`config.mk`:
```
export PLATFORM = sky130hd
export DESIGN_NAME = ls_quad_access
export DESIGN_NICKNAME = d
export VERILOG_FILES = /design/src/rtl/spu_ls_pkg.sv /design/src/rtl/ls_quad_access.sv
export SDC_FILE = /design/constraint.sdc
export NUM_CORES = 1
export LEC_CHECK = 0
export ABC_AREA = 1
export ABC_CLOCK_PERIOD_IN_PS = 1700
export CORE_MARGIN = 2
export CORE_UTILIZATION = 51
export DETAILED_ROUTE_END_ITERATION = 6
export PLACE_DENSITY_LB_ADDON = 0.1
export SYNTH_ARGS = -nofsm -noshare
export SYNTH_HDL_FRONTEND = slang
export SYNTH_SLANG_ARGS = --single-unit
```
`constraint.sdc`:
```
create_clock -name clk -period 1.7 [get_ports clk]
set_input_delay 0.425 -clock clk [delete_from_list [all_inputs] [get_ports clk]]
set_output_delay 0.425 -clock clk [all_outputs]
set_load 0.05 [all_outputs]
```
`src/rtl/spu_ls_pkg.sv`:
```
// Shared constants for the SPU local-storage quadword sequencer:
// FSM state encoding, quadword geometry and the default LS address width.
package spu_ls_pkg;

  // FSM state encoding
  localparam logic [1:0] S_IDLE = 2'd0;
  localparam logic [1:0] S_XFER = 2'd1;
  localparam logic [1:0] S_DONE = 2'd2;

  // Quadword geometry: 16 bytes moved as four 32-bit beats
  localparam int QW_BYTES = 16;
  localparam int BEATS    = 4;
  localparam int QW_LSB   = $clog2(QW_BYTES);
  localparam int BEAT_W   = $clog2(BEATS);

  // Default LS size: 16KB byte-addressed
  localparam int LS_ABITS_DEF = 14;

endpackage : spu_ls_pkg

```
`src/rtl/ls_quad_access.sv`:
```
// Quadword load/store sequencer. One accepted 128-bit request becomes four
// back-to-back 32-bit accesses on the LS memory port, most significant word
// first. Loads are staged and published to rdata only when all four beats
// have landed, so rdata always holds a complete quadword.
module ls_quad_access
  import spu_ls_pkg::*;
#(
  parameter int WIDTH    = 32,
  parameter int QWIDTH   = 128,
  parameter int LS_ABITS = LS_ABITS_DEF
) (
  input  logic              clk,
  input  logic              reset,
  input  logic              req,
  input  logic              we,
  input  logic [WIDTH-1:0]  lsaddr,
  input  logic [QWIDTH-1:0] wdata,
  output logic              ready,
  output logic              done,
  output logic [QWIDTH-1:0] rdata,
  output logic              memwrite,
  output logic [WIDTH-1:0]  adr,
  output logic [WIDTH-1:0]  writedata,
  input  logic [WIDTH-1:0]  memdata
);

  localparam logic [BEAT_W-1:0] LAST_BEAT = BEAT_W'(BEATS - 1);

  logic [1:0]             state_q, state_d;
  logic [BEAT_W-1:0]      beat_q, beat_d;
  logic [LS_ABITS-1:0]    base_q;
  logic                   we_q;
  logic [QWIDTH-1:0]      wdata_q;
  logic [QWIDTH-WIDTH-1:0] stage_q;   // first three load words, shifted in
  logic [QWIDTH-1:0]      rdata_q;

  logic                   in_xfer;
  logic                   accept;
  logic                   last_beat;
  logic [BEAT_W-1:0]      wsel;       // word index within quadword, 0 = LSW
  logic [LS_ABITS-1:0]    word_adr;

  // Address bits outside the LS window and inside the quadword are don't-care
  logic unused_lsaddr;
  assign unused_lsaddr = ^{lsaddr[WIDTH-1:LS_ABITS], lsaddr[QW_LSB-1:0]};

  assign in_xfer   = (state_q == S_XFER);
  assign ready     = !in_xfer;
  assign done      = (state_q == S_DONE);
  assign accept    = req && ready;
  assign last_beat = (beat_q == LAST_BEAT);
  assign wsel      = LAST_BEAT - beat_q;
  assign word_adr  = base_q + LS_ABITS'({beat_q, 2'b00});
  assign rdata     = rdata_q;

  // Memory port: purely from registered state; write gated by reset so a
  // transfer interrupted by reset never commits a word on the reset edge
  always_comb begin
    memwrite  = 1'b0;
    adr       = '0;
    writedata = '0;
    if (in_xfer) begin
      memwrite  = we_q && !reset;
      adr       = WIDTH'(word_adr);
      writedata = wdata_q[wsel*WIDTH +: WIDTH];
    end
  end

  // Next state and beat counter
  always_comb begin
    state_d = state_q;
    beat_d  = beat_q;
    case (state_q)
      S_IDLE, S_DONE: begin
        beat_d  = '0;
        state_d = req ? S_XFER : S_IDLE;
      end
      S_XFER: begin
        if (last_beat) begin
          state_d = S_DONE;
          beat_d  = '0;
        end else begin
          beat_d  = beat_q + 1'b1;
        end
      end
      default: begin
        state_d = S_IDLE;
        beat_d  = '0;
      end
    endcase
  end

  // Control state registers
  always_ff @(posedge clk) begin
    if (reset) begin
      state_q <= S_IDLE;
      beat_q  <= '0;
    end else begin
      state_q <= state_d;
      beat_q  <= beat_d;
    end
  end

  // Request capture, load staging and publication of completed loads
  always_ff @(posedge clk) begin
    if (reset) begin
      base_q  <= '0;
      we_q    <= 1'b0;
      wdata_q <= '0;
      stage_q <= '0;
      rdata_q <= '0;
    end else begin
      if (accept) begin
        base_q  <= {lsaddr[LS_ABITS-1:QW_LSB], {QW_LSB{1'b0}}};
        we_q    <= we;
        wdata_q <= wdata;
      end
      if (in_xfer && !we_q) begin
        if (last_beat)
          rdata_q <= {stage_q, memdata};
        else
          stage_q <= {stage_q[QWIDTH-2*WIDTH-1:0], memdata};
      end
    end
  end

endmodule : ls_quad_access

```
==> metrics.csv <==
stage,metric,value,unit
synth,synth_edf_count,0,
grt,grt_max_degree,99,
drt,dr.first_iter.drc_count,1246,
sta,final.min_clock_period,2.15,ns
power_and_ir_drop,finalPower,22.6,mW
sta,drv_slew,0,
hold_path,min_from,req,
cells_and_area,areaGrowthSynthToFinish,42.7,%
cells_and_area,final_cells,3304,
drt,final_antenna_net_count,0,
synth,yosysSeqAreaShare,43.5,%
synth,yosysWarnings,0,
synth,syn_inst,2530,
setup_path,r2r_cells,9,
outcome,violations,setup timing,
floorplan,pin_count,391,
flow_run,cap_viol_max_count,0,
power_and_ir_drop,cellPowerDensity,938,nW/um^2
clock_network,clk_path_buf_depth,3,
power_and_ir_drop,ir_worst_vdd,0.779,mV
floorplan,fp.coreArea,32600,sq um
grt,grt_usage,28.6,%
drt,dr_total_vias,16715,
setup_path,critical_path.startpoint,beat_q[0],
sta,rsz0062_at_grt,true,
setup_path,r2r-end,rdata[7],
synth,yosysTopAreaCell,dfxtp_1,
power_and_ir_drop,p_leak,10.5,nW
sta,finalClockSkew,0.0158,ns
setup_path,crit_path_end_kind,output pin,
floorplan,dieArea,34600,sq um
sta,fmax,465,MHz
synth,synth_area_per_cell,6.68,sq um
setup_path,slowest_delay,0.41,ns
drt,wl_per_cell,15.4,microns
drt,drc,0,
setup_path,crit_path_max_fanout,23,
clock_network,cts.clk_slew.worst_paths,0.06,ns
setup_path,crit_type,reg2out,
clock_network,cts-root-buf,clkbuf_16,
setup_path,rrSetupSlack,-0.14,ns
synth,yosys.area.top_type_share,43.5,%
synth,async_reset_ff_share,0,%
clock_network,holdBufCountCts,0,
sta,hold_violations,0,
floorplan,start_util,51.8,%
setup_path,crit_required,1.27,ns
clock_network,clkSinkCount,367,
sta,period_share,126,%
grt,grt_pass1_vias,15655,
placed_design,port_buffers,348,
synth,ys_seq_elements,367,
clock_network,cts_tree,built,
hold_path,worstHoldEndpoint,state_q[0],
floorplan,die_width,186,microns
outcome,outcome,"finished, violations left",
placed_design,dp_cells,3191,
placed_design,gp_congestion,0.823,
setup_path,cpMaxStageDelayCell,dfxtp_4,
cells_and_area,fin_nets,3025,
cells_and_area,final_layout_size_suffix_gt1_share,16.5,%
clock_network,numCtsBuffers,39,
synth,yosysMostFrequentCell,nor2_1,
drt,via_per_inst,5.06,
drt,routed_wl,51.0,mm
clock_network,htree_levels,2,
synth,synth.distinct_cells,18,
grt,grt_antenna_before_repair,10,
synth,synth_area_leaders,"dfxtp_1, nor2_1, nand2_1",
hold_path,whs_path_depth,3,
synth,ys.flop_type,dfxtp_1,
synth,syn-cell-area,16900,sq um
setup_path,crit_path_cell_trace,inv_8 > buf_12 > nand2_1 > nand3_1 > a21oi_2 > buf_6,
drt,drt_first_pass_iters,6,
floorplan,placementRows,66,
grt,grt_overflow_total,0,
hold_path,min_path_type,in2reg,
placed_design,hpwlAfterDp,32.9,mm
setup_path,arrival,1.72,ns
setup_path,start_kind,flop,
clock_network,clock_latency,0.53,ns
synth,ys_top_cells_by_count,"nor2_1, nand2_1, dfxtp_1",
setup_path,r2r-start,beat_q[1],
sta,setup_viol,154,
grt,grt_first_pass_wirelength,79.5,mm
floorplan,die_h,186,microns
sta,fin_ws,-0.449,ns
## metal layers
| layer | up-vias | global-route usage (%) | wire length (microns) |
|---|---|---|---|
| li1 | 8380 | - | - |
| met4 | 6 | 10.1 | 1590 |
| met5 | - | 0 | 37 |
| met2 | 586 | 46.5 | 23700 |
| met1 | 7626 | 37.5 | 21800 |
| met3 | 117 | 5.89 | 3930 |
## registers in the layout, indices dropped and copies added (netlist names)
register  cells
stage_q      96
base_q       10
rdata       128
beat_q        2
state_q       2
we_q          1
wdata_q     128
## cell type report
cell class | instances | area, sq um
diodes | 6 | 15.0
clock buffers | 58 | 1180
clock inverters | 11 | 77.6
fillers | 2582 | 8490
inverters | 243 | 940
multi-input cells | 1724 | 8420
flip-flops and latches | 367 | 7360
well taps | 442 | 553
repair buffers | 453 | 5590
## cells in the final DEF, fill, tap and decap left out, types with 3 or more instances in the layout
cell type,count
nor2_1,632
nand2_1,479
dfxtp_1,362
inv_1,239
nand3_1,204
clkdlybuf4s50_1,172
nand3b_1,171
buf_4,121
a21oi_1,96
buf_12,91
nand3_2,53
clkbuf_16,47
buf_6,32
a21oi_4,28
conb_1,20
buf_8,19
nor2_4,18
nand2_2,13
clkbuf_8,11
buf_16,9
clkbuf_1,7
clkinv_2,7
diode_2,6
a21oi_2,4
dfxtp_4,4
inv_8,3
## worst max-delay path: cells and delay by family (launching register included)
family	cells	cell delay, ns
AND/OR/NAND/NOR	2	0.17
buffers and inverters	3	0.42
AO/OA/AOI/OAI	1	0.19
flip-flops	1	0.41
## cells by family (layout without fill, tap and decap cells)
family	Yosys count	in the layout	share of synthesized area, %
adders and majority gates	1	1	0.0740
AOI/OAI and AO/OA	129	129	3.83
other	1	26	0.0222
and+or+nand+nor	1573	1574	40.7
DFF	367	367	43.5
buffers and inverters	459	765	11.9
## worst max-delay path by stage
stage,end,slack (ns)
2_1_floorplan,writedata[20],-0.14
3_3_place_gp,wdata_q[40],-0.14
3_5_place_dp,wdata_q[98],-0.17
4_1_cts,writedata[15],-0.44
5_1_grt,writedata[9],-0.48
6_report,writedata[9],-0.45
## power by group
group / total [mW] / internal (mW) / leakage (nW) / switching, mW
logic: 4.86 / 2.04 / 6.87 / 2.82
registers: 9.49 / 9.18 / 3.01 / 0.310
clock network: 8.28 / 4.81 / 0.627 / 3.47
total: 22.6 / 16.0 / 10.5 / 6.60
## what timing repair did
| item | 4_1_cts | 5_1_grt |
|---|---|---|
| endpoints found under the setup margin | 91 | 237 |
| gates cloned | 8 | 7 |
| resized for setup | 145 | 35 |
| pin swaps | 22 | 8 |
| setup buffers | 21 | 4 |
## through the flow
stage	utilization (%)	setup TNS (ns)	instance area (sq um)	hold WS (ns)	setup slack, ns
after CTS	72.9	-20.58	23800	0.258	-0.439
after global routing	74.0	-38.98	24100	0.295	-0.483
after floorplan	-	-0.917	17400	0.443	-0.137
after detailed placement	66.2	-35.91	21600	0.454	-0.165
after global placement	66.2	-33.57	21600	0.450	-0.141
final	74.0	-20.10	24100	0.275	-0.449
(Power assumes the default switching activity.)
